<file path="config.mk">
export PLATFORM = sky130hd
export DESIGN_NAME = tt_sweep_ctrl
export DESIGN_NICKNAME = d
export VERILOG_FILES = /design/src/rtl/tt_sweep_pkg.sv /design/src/rtl/settle_timer.sv /design/src/rtl/tt_sweep_ctrl.sv
export SDC_FILE = /design/constraint.sdc
export NUM_CORES = 1
export LEC_CHECK = 0
export ABC_AREA = 0
export CAP_MARGIN = 20
export CORE_MARGIN = 2
export CORE_UTILIZATION = 50
export CTS_CLUSTER_SIZE = 10
export DETAILED_ROUTE_END_ITERATION = 10
export PLACE_DENSITY = 0.75
export RECOVER_POWER = 100
export SLEW_MARGIN = 30
export SYNTH_ARGS = -nofsm -noshare
export SYNTH_HDL_FRONTEND = slang
export SYNTH_SLANG_ARGS = --single-unit
</file>
<file path="constraint.sdc">
create_clock -name clk -period 2 [get_ports clk]
set_clock_uncertainty 0.15 [all_clocks]
set_input_delay 0.4 -clock clk [delete_from_list [all_inputs] [get_ports clk]]
set_output_delay 0.4 -clock clk [all_outputs]
set_load 0.02 [all_outputs]
</file>
<file path="src/rtl/tt_sweep_pkg.sv">
// Shared definitions for the truth-table sweep controller.
// The FSM encoding and vector-index sizing are used by the top level.
package tt_sweep_pkg;

  typedef enum logic {
    IDLE   = 1'b0,
    SETTLE = 1'b1
  } state_e;

  localparam int NUM_VEC = 4;
  localparam int IDX_W   = 2;

endpackage

</file>
<file path="src/rtl/settle_timer.sv">
// Settle-time down-counter. A load makes expire assert SETTLE_CYC enabled
// edges later, so that edge is the sample edge for the current drive.
module settle_timer #(
  parameter int SETTLE_CYC = 2
) (
  input  logic clk,
  input  logic rst_n,
  input  logic load,
  input  logic en,
  output logic expire
);

  logic [3:0] cnt_q;
  logic [3:0] cnt_d;

  always_comb begin
    cnt_d = cnt_q;
    if (load) begin
      cnt_d = 4'(SETTLE_CYC - 1);
    end else if (en && (cnt_q != 4'd0)) begin
      cnt_d = cnt_q - 4'd1;
    end
  end

  always_ff @(posedge clk or negedge rst_n) begin
    if (!rst_n) begin
      cnt_q <= 4'd0;
    end else begin
      cnt_q <= cnt_d;
    end
  end

  assign expire = en && (cnt_q == 4'd0);

endmodule

</file>
<file path="src/rtl/tt_sweep_ctrl.sv">
// Steps a two-input datapath through {x,y} = 00,01,10,11, samples its output
// after a settle time into a truth table, and compares it against an expected table.
module tt_sweep_ctrl
  import tt_sweep_pkg::*;
#(
  parameter int SETTLE_CYC = 2,
  parameter int ERR_W      = 8
) (
  input  logic             clk,
  input  logic             rst_n,
  input  logic             start,
  input  logic             abort,
  input  logic             cont,
  input  logic [3:0]       exp_tt,
  input  logic             dut_z,
  output logic             drv_x,
  output logic             drv_y,
  output logic             busy,
  output logic             done,
  output logic [3:0]       tt,
  output logic             mismatch,
  output logic [ERR_W-1:0] err_cnt
);

  state_e             state_q, state_d;
  logic [IDX_W-1:0]   idx_q, idx_d;
  logic [3:0]         tt_q, tt_d;
  logic [3:0]         exp_q, exp_d;
  logic               done_q, done_d;
  logic               mismatch_q, mismatch_d;
  logic [ERR_W-1:0]   err_q, err_d;

  logic accept, expire, sample, last;

  assign accept = (state_q == IDLE) && start;
  // Abort takes priority over a coinciding sample edge: nothing is captured.
  assign sample = (state_q == SETTLE) && expire && !abort;
  assign last   = sample && (idx_q == IDX_W'(NUM_VEC - 1));

  settle_timer #(.SETTLE_CYC(SETTLE_CYC)) u_timer (
    .clk    (clk),
    .rst_n  (rst_n),
    .load   (accept || sample),
    .en     (state_q == SETTLE),
    .expire (expire)
  );

  always_ff @(posedge clk or negedge rst_n) begin
    if (!rst_n) begin
      state_q <= IDLE;
    end else begin
      state_q <= state_d;
    end
  end

  always_comb begin
    state_d = state_q;
    case (state_q)
      IDLE:    if (start) state_d = SETTLE;
      SETTLE:  if (abort || (last && !cont)) state_d = IDLE;
      default: state_d = IDLE;
    endcase
  end

  // The index wraps 3 -> 0 on the last sample, which also returns the drive to 00.
  always_comb begin
    busy  = (state_q == SETTLE);
    drv_x = idx_q[1];
    drv_y = idx_q[0];
  end

  always_comb begin
    idx_d      = idx_q;
    tt_d       = tt_q;
    exp_d      = exp_q;
    done_d     = 1'b0;
    mismatch_d = mismatch_q;
    err_d      = err_q;
    if (accept) begin
      idx_d = '0;
      exp_d = exp_tt;
    end else if ((state_q == SETTLE) && abort) begin
      idx_d = '0;
    end else if (sample) begin
      idx_d       = idx_q + IDX_W'(1);
      tt_d[idx_q] = dut_z;
    end
    if (last) begin
      done_d     = 1'b1;
      mismatch_d = ({dut_z, tt_q[2:0]} != exp_q);
      if (mismatch_d && (err_q != {ERR_W{1'b1}})) begin
        err_d = err_q + ERR_W'(1);
      end
    end
  end

  always_ff @(posedge clk or negedge rst_n) begin
    if (!rst_n) begin
      idx_q      <= '0;
      tt_q       <= '0;
      exp_q      <= '0;
      done_q     <= 1'b0;
      mismatch_q <= 1'b0;
      err_q      <= '0;
    end else begin
      idx_q      <= idx_d;
      tt_q       <= tt_d;
      exp_q      <= exp_d;
      done_q     <= done_d;
      mismatch_q <= mismatch_d;
      err_q      <= err_d;
    end
  end

  assign done     = done_q;
  assign tt       = tt_q;
  assign mismatch = mismatch_q;
  assign err_cnt  = err_q;

endmodule

</file>
# Yosys cells after proc, flatten, opt, wreduce, memory -nomap -nowiden
# Index checks and enable logic that the tools add are counted.
# classes
order_cmp	2
n_bitwise	3
mux	12
eq_ne	3
addsub	3
n_reduce_logical	20
# op_table
operator	n
$logic_and A1 B1 Y1	10
$add A8 B1 Y8 const B	1
$mux W4	2
$ne A8 B8 Y1 const B	1
$mux W2	3
$bwmux W4	1
$logic_not A4 Y1	1
$mux W1	4
$ne A4 B4 Y1	1
$reduce_bool A4 Y1	1
$sub A4 B1 Y4 const B	1
$lt A2 B3 Y1 const B	1
$not A1 Y1	3
$reduce_and A3 Y1	1
$reduce_bool A3 Y1	1
$add A2 B1 Y2 const B	1
$demux W1 S2	1
$eq A2 B2 Y1 const B	1
$ge A2 B1 Y1 const B	1
$logic_not A1 Y1	2
$logic_or A1 B1 Y1	2
$pmux W1 S2	1
$reduce_and A2 Y1	1
$reduce_bool A2 Y1	1
# word_totals
in_bits	10
output_inout_bits	17
word_cells	51
regBits	25

# Logic depth before layout (Yosys ltp)
# Gate-level depths: netlist of the first run.
# depth
depth_word	9
ltp_mapped	7
depth_no_buf	6

# By module
# From an unflattened synthesis of the first run, not the netlist that was laid out.
# unflattened
hier_cells	108
area_unflattened_um2	1287.5
# by_module_without_submodules
module	area_each_um2	seq_area_each_um2	cells_each	instances
tt_sweep_ctrl	1028.5	525.5	83	1
settle_timer	259.0	100.1	25	1

# Least setup slack after synthesis of the first run
# Ideal clock, no wire load.
# synth_path
path_type	register -> register
from	reg u_timer.cnt_q[0]
to	reg err_q[7], in the netlist err_cnt[7]
t_arrival_ns	1.594
period_less_slack_ns	1.868
path_stages_with_launch	8
required_time_ns	1.725
path_buffers	1
setup_time_ns	0.125
setup_slack_ns	0.132
cell_sequence	dfrtp_1 inv_1 ha_1 nor3b_2 nand3_2 buf_6 nor3_1 mux2_2
# synth_via
elab_chain_cells	6
# synth_rtl
element	line	text
from (decl)	settle_timer.sv:13	logic [3:0] cnt_q;
from (signal assigned)	settle_timer.sv:29	cnt_q <= cnt_d;
$logic_not A4 Y1	settle_timer.sv:33	assign expire = en && (cnt_q == 4'd0);
$logic_and A1 B1 Y1	settle_timer.sv:33	
$logic_and A1 B1 Y1 (2 in a row)	tt_sweep_ctrl.sv:37	assign sample = (state_q == SETTLE) && expire && !abort;
$logic_and A1 B1 Y1	tt_sweep_ctrl.sv:38	assign last = sample && (idx_q == IDX_W'(NUM_VEC - 1));
$reduce_and A2 Y1 (no source line)	-	
to (signal assigned)	tt_sweep_ctrl.sv:111	err_q <= err_d;
to (decl)	tt_sweep_ctrl.sv:31	logic [ERR_W-1:0] err_q, err_d;
# No other way between the ends.
# A chain may end at the register's enable or synchronous reset.

# Worst setup path in the final report of the first run
# layout_path
from	reg tt_q[0], in the netlist tt[0]
to	reg err_q[4], in the netlist err_cnt[4]
# layout_via
elab_chain_cells	3
# layout_rtl
element	line	text
from (decl)	tt_sweep_ctrl.sv:27	logic [3:0] tt_q, tt_d;
from (signal assigned)	tt_sweep_ctrl.sv:107	tt_q <= tt_d;
$ne A4 B4 Y1	tt_sweep_ctrl.sv:90	mismatch_d = ({dut_z, tt_q[2:0]} != exp_q);
$logic_and A1 B1 Y1	tt_sweep_ctrl.sv:91	if (mismatch_d && (err_q != {ERR_W{1'b1}})) begin
$reduce_and A2 Y1 (no source line)	-	
# No other way between the ends.

==> results.sh, run 1 <==
export IMPL_outcome="completed"
export IMPL_first_pass_iters=3
export IMPL_die_y_um=55.2
export IMPL_routed_via_density=5.13
export IMPL_syn_instance_count=122
export IMPL_post_place_ws_ns=-0.238
export IMPL_hold_violations=0
export IMPL_hold_end="exp_q[0]"
export IMPL_wirelength_um=2630
export IMPL_hold_depth=2
export IMPL_max_freq_ghz=0.517
export IMPL_fin_util_pct=71.6
export IMPL_crit_type="register to register"
export IMPL_place_congestion=0.815
export IMPL_cp_max_fo=6
export IMPL_r2r_start="tt[0]"
export IMPL_path_clk_slew_ns=0.14
export IMPL_synth_cell_area_sq_um=1310
export IMPL_vias=990
export IMPL_rows=18
export IMPL_min_period_over_period_pct=96.7
export IMPL_fp_dieArea_sq_um=3050
export IMPL_fin_crit_ns=1.93
export IMPL_r2r_slack_ns=0.07
export IMPL_cts_buffers=3
export IMPL_portBuffers=26
export IMPL_n_antenna_cell=0
export IMPL_powerDensity_nw_per_um2=836
export IMPL_grtUsageTotal_pct=19.5
export IMPL_yosysSeqAreaShare_pct=47.8
export IMPL_yosysTopAreaCell="dfrtp_1"
export IMPL_syn_num_nets=139
export IMPL_synthTopCellsByArea="dfrtp_1, xor2_1, ha_1, nand2_1, mux2_2"
export IMPL_synthArstFlopShare_pct=100
export IMPL_seq_area_sq_um=626
export IMPL_hp_start="exp_q[0]"
export IMPL_p_leak_nw=0.826
export IMPL_drtIter0Drc=12
export IMPL_drc=0
export IMPL_rsz0062_at_grt="true"
export IMPL_worst_setup_path_end_kind="register"
export IMPL_yosys_warnings=0
export IMPL_finalPower_mw=1.48
export IMPL_cp_start_kind="register"
export IMPL_slew_headroom_pct=58.4
export IMPL_drv_cap=0
export IMPL_setup_viol=0
export IMPL_reg2reg_to="err_cnt[4]"
export IMPL_required_ns=2.06
export IMPL_antenna_found_initial=0
export IMPL_final_setup_worst_slack_ns=0.0651
export IMPL_stdcell_count=193
export IMPL_min_delay_path_class="register to register"
export IMPL_avgSynthCellArea_sq_um=10.7
export IMPL_grt_pass1_wl_um=4160
export IMPL_clkLatencyLatePin_ns=0.32
export IMPL_dpl_hpwl_um=1890
export IMPL_grt_max_degree=26
export IMPL_synth_edff_count=0
export IMPL_tightest_slew_ns=0.623
export IMPL_report_final_slew_viol_count=0
export IMPL_synth_flop_cell="dfrtp_1"
export IMPL_htreeDepth=1
export IMPL_area_growth_pct=35.4
export IMPL_ys_ff_latch=25
export IMPL_synth_cell_types=28
export IMPL_grt_pass1_vias=934
export IMPL_start_util_pct=52.9
export IMPL_ir_drop_mv=0.630
export IMPL_nets=181
export IMPL_die_x_um=55.2
export IMPL_post_synth_top_count_cell="dfrtp_1"
export IMPL_cts_root_buf="clkbuf_4"
export IMPL_overflow=0
export IMPL_clk_path_buf_depth=2
export IMPL_core_sq_um=2480
export IMPL_cp_arrival_ns=1.99
export IMPL_dpl_cell_count=188
export IMPL_drive_above_1_share_pct=23.3
export IMPL_ant_nets=0
export IMPL_multi_input_area_sq_um=714
export IMPL_io_pin_count=27
export IMPL_synthTopCellsByCount="dfrtp_1, nand2_1, xor2_1"
export IMPL_fillers=190
export IMPL_cts_sinks=25
export IMPL_reg2reg_depth=5
export IMPL_synth_top_cell_area_share_pct=47.8
export IMPL_routedWlPerCell_um=13.6
export IMPL_cts_tree="built"
[power by group]
group	switching (mW)	internal, mW
combinational	0.290	0.281
sequential	0.0903	0.590
clock	0.153	0.0780
total	0.533	0.949
[repair_timing]
action	in CTS	in global routing
pin swaps	1	5
endpoints found under the setup margin	6	12
buffers inserted	0	1
hold buffers	0	0
gates cloned	0	0
resized for setup	4	18
[per-stage QoR]
| step | hold slack [ns] | setup TNS (ns) | area [sq um] |
|---|---|---|---|
| floorplan | -0.0456 | 0 | 1310 |
| detailed placement | 0.328 | -0.999 | 1680 |
| global placement | 0.325 | -0.709 | 1680 |
| CTS | 0.286 | -0.0361 | 1720 |
| global route | 0.389 | -0.00692 | 1770 |
| finish | 0.366 | 0 | 1770 |
[cells by family after synthesis]
logic type	after synthesis	synth area share, %
AND/OR/NAND/NOR	53	23.9
flip-flops	25	47.8
XOR/XNOR	11	7.35
buffers and inverters	10	4.58
AO/OA/AOI/OAI	9	3.72
multiplexers	7	6.02
adder cells (fa/ha/maj)	7	6.69
[worst max-delay path by stage]
stage / cells after the start / from / endpoint / slack, ns
after CTS: 6 / u_timer.cnt_q[1] / err_cnt[6] / -0.01
after detailed placement: 5 / dut_z / err_cnt[6] / -0.24
after floorplan: 7 / u_timer.cnt_q[0] / err_cnt[7] / 0.13
final: 5 / tt[0] / err_cnt[4] / 0.07
after global placement: 5 / dut_z / err_cnt[6] / -0.15
after global routing: 6 / u_timer.cnt_q[1] / err_cnt[1] / -0.007
[sequential cells by signal (all words and copies together), names as in the netlist]
signal         cells
idx_q              2
busy               1
u_timer.cnt_q      4
mismatch           1
done               1
err_cnt            8
tt                 4
exp_q              4
[cell type report]
class,count,share of cell area [%]
clock buffer,4,1.48
inverter,6,1.27
multi-input combinational,87,40.3
sequential,25,35.3
tap,30,2.12
timing repair buffer,41,19.6
[critical path, stage by stage, from the launching register on]
cell	delay (ns)
dfrtp_1	0.44
xor2_1	0.20
nor4_4	0.56
buf_4	0.27
nor4_4	0.06
xor2_1	0.15
[cell usage in the layout (no fill, tap or decap), drive strengths merged, types with 6 or more instances in the layout]
| cell | count |
|---|---|
| dfrtp | 25 |
| nand2 | 22 |
| inv | 6 |
| ha | 7 |
| buf | 13 |
| clkbuf | 10 |
| nand3 | 6 |
| mux2 | 7 |
| xor2 | 11 |
| clkdlybuf4s50 | 20 |
[routing by layer]
metal  routed length, um  track usage [%]  vias to the layer above
met5                   0                0                        -
met4                  34             7.32                        0
met3                  74             3.23                        4
met2                1330             33.3                       14
met1                1190             24.7                      481
li1                    -                -                      491
Note: power is estimated with default switching activity, not from simulation.
==> run 2, diff against run 1 <==
- ABC_AREA: 0 -> 1
- CORE_UTILIZATION: 50 -> 51
- PLACE_DENSITY: 0.75 -> 0.76
==> results.sh, run 2 <==
export IMPL_outcome="completed"
export IMPL_synth_cell_area_sq_um=1390
export IMPL_fin_crit_ns=1.93
export IMPL_max_freq_ghz=0.518
export IMPL_grt_use_met1_pct=25.3
export IMPL_critPathMaxStageDelay_ns=0.62
export IMPL_clk_path_buf_depth=2
export IMPL_grt_pass1_wl_um=4970
export IMPL_synthArstFlopShare_pct=100
export IMPL_antenna_found_initial=0
export IMPL_cts_sinks=25
export IMPL_ys_ff_latch=25
export IMPL_synthTopCellsByCount="nand2_1, inv_1, dfrtp_1"
export IMPL_htreeDepth=1
export IMPL_p_leak_nw=0.881
export IMPL_wirelength_um=2960
export IMPL_grt_pass1_vias=1141
export IMPL_post_synth_top_count_cell="nand2_1"
export IMPL_powerDensity_nw_per_um2=790
export IMPL_routedWlPerCell_um=12.5
export IMPL_grt_max_degree=26
export IMPL_yosysTopAreaCell="dfrtp_1"
export IMPL_cp_start_kind="register"
export IMPL_synth_flop_cell="dfrtp_1"
export IMPL_dpl_hpwl_um=2210
export IMPL_place_congestion=0.837
export IMPL_die_x_um=56.3
export IMPL_final_setup_tns_ns=0
export IMPL_min_delay_path_class="register to register"
export IMPL_grt_use_met2_pct=33.8
export IMPL_ir_drop_mv=0.608
export IMPL_required_ns=1.45
export IMPL_crit_path_top_delay_cell="clkdlybuf4s50_1"
export IMPL_overflow=0
export IMPL_portBuffers=26
export IMPL_critPathTopFamily="buffers and inverters"
export IMPL_synth_cell_types=24
export IMPL_yosysSeqAreaShare_pct=44.9
export IMPL_cts_root_buf="clkbuf_4"
export IMPL_drive_above_1_share_pct=6.80
export IMPL_mostFrequentLayoutCell="nand2_1"
export IMPL_rows=18
export IMPL_p_int_uw=841
export IMPL_seq_area_sq_um=626
export IMPL_vias=1189
export IMPL_min_period_over_period_pct=96.5
export IMPL_syn_instance_count=173
export IMPL_cp_arrival_ns=1.38
export IMPL_start_util_pct=55.2
export IMPL_p_switching_uw=484
export IMPL_pwr_share_seq_pct=50.0
export IMPL_tightest_slew_ns=0.652
export IMPL_multi_input_area_sq_um=632
export IMPL_largest_register_ff_count=8
export IMPL_drtIter0Drc=20
export IMPL_fin_util_pct=66.5
export IMPL_syn_num_nets=190
export IMPL_report_final_slew_viol_count=0
export IMPL_cts_buffers=3
export IMPL_clkLatencyLatePin_ns=0.32
export IMPL_layout_common_cells="nand2_1, inv_1, dfrtp_1"
export IMPL_rsz0062_at_grt="false"
export IMPL_worst_setup_path_end_kind="primary output"
export IMPL_ant_nets=0
export IMPL_cts_tree="built"
export IMPL_yosys_warnings=0
export IMPL_crit_type="register to primary output"
export IMPL_fillers=223
export IMPL_first_pass_iters=4
export IMPL_synth_top_cell_area_share_pct=44.9
export IMPL_area_growth_pct=20.5
export IMPL_avgSynthCellArea_sq_um=8.05
export IMPL_fp_dieArea_sq_um=3160
export IMPL_slew_headroom_pct=56.6
export IMPL_hold_violations=0
export IMPL_core_sq_um=2520
export IMPL_die_y_um=56.3
export IMPL_drc=0
export IMPL_drv_cap=0
export IMPL_synth_edff_count=0
export IMPL_path_clk_slew_ns=0.14
export IMPL_synthTopCellsByArea="dfrtp_1, nand2_1, inv_1, ha_1, nand4_1"
export IMPL_setup_viol=0
export IMPL_nets=224
export IMPL_use_met3_pct=4.38
export IMPL_crit_chain="clkdlybuf4s50_1"
export IMPL_routed_via_density=5.04
export IMPL_switching_share_pct=36.5
export IMPL_combPwrFrac_pct=32.7
export IMPL_n_antenna_cell=0
export IMPL_grtUsageTotal_pct=19.9
export IMPL_top_usage_layer="met2"
export IMPL_io_pin_count=27
export IMPL_cp_max_fo=5
export IMPL_pwr_share_clk_pct=17.3
export IMPL_cp_num_buf_inv=1
-- run 2: changes by cell type after synthesis, sizes merged, moves of 3 or more --
cell | previous run | this run
inv | 6 | 27
mux2 | 7 | 0
nand2b | 3 | 0
nand3 | 6 | 11
nor4 | 5 | 0
o21ai | 3 | 10
nand2 | 22 | 52
nand4 | 0 | 9
xor2 | 11 | 1
nor2 | 2 | 14
-- run 2: through the flow --
| stage | instances | setup slack (ns) | total power [mW] | cell area [sq um] | hold WS (ns) |
|---|---|---|---|---|---|
| 6_report | 236 | 0.0698 | 1.32 | 1680 | 0.366 |
| 5_1_grt | 236 | 0.00667 | 1.43 | 1680 | 0.383 |
| 3_3_place_gp | 232 | 0.117 | 1.11 | 1710 | 0.331 |
| 3_5_place_dp | 232 | 0.0661 | 1.14 | 1710 | 0.348 |
| 2_1_floorplan | 173 | 0.478 | 0.963 | 1390 | -0.0456 |
| 4_1_cts | 236 | 0.00348 | 1.36 | 1740 | 0.282 |
-- run 2: logic make-up after synthesis --
group | synth area share (%)
AND/OR/NAND/NOR | 30.9
flip-flops | 44.9
AO/OA/AOI/OAI | 7.19
XOR/XNOR | 1.89
buffers and inverters | 8.80
adder cells (fa/ha/maj) | 6.29
-- run 2: layout make-up --
class | instances | area share [%]
multi-input combinational | 118 | 37.7
sequential | 25 | 37.3
timing repair buffer | 32 | 15.2
inverter | 27 | 6.04
tap | 30 | 2.24
clock buffer | 4 | 1.57
-- run 2: worst paths after layout --
path                                   from          endpoint  slack, ns  cells past startpoint
max                              err_cnt[6]        err_cnt[6]       0.07                      1
min                        u_timer.cnt_q[3]  u_timer.cnt_q[3]       0.37                      1
max reg2reg                u_timer.cnt_q[0]        err_cnt[4]       0.15                      7
min reg2reg                u_timer.cnt_q[3]  u_timer.cnt_q[3]       0.37                      1
max in group asynchronous             rst_n        err_cnt[5]       0.81                      2
min in group asynchronous             rst_n          exp_q[0]       0.46                      2
-- run 2: what timing repair did --
item	4_1_cts	5_1_grt
gates resized for setup	0	7
buffers inserted	0	0
endpoints found under the setup margin	0	7
endpoints found under the hold margin	0	0
hold buffers	0	0
-- run 2: power by group through the flow --
stage	Sequential, mW	Clock, mW	Combinational [mW]
finish	0.662	0.229	0.434
global route	0.673	0.257	0.503
CTS	0.661	0.233	0.470
detailed placement	0.671	0	0.469
global placement	0.663	0	0.446
floorplan	0.692	0	0.271
-- run 2: routing by layer --
layer	routed length [um]	vias up
met3	74	2
met2	1450	17
li1	-	615
met1	1420	555
met5	0	-
met4	21	0
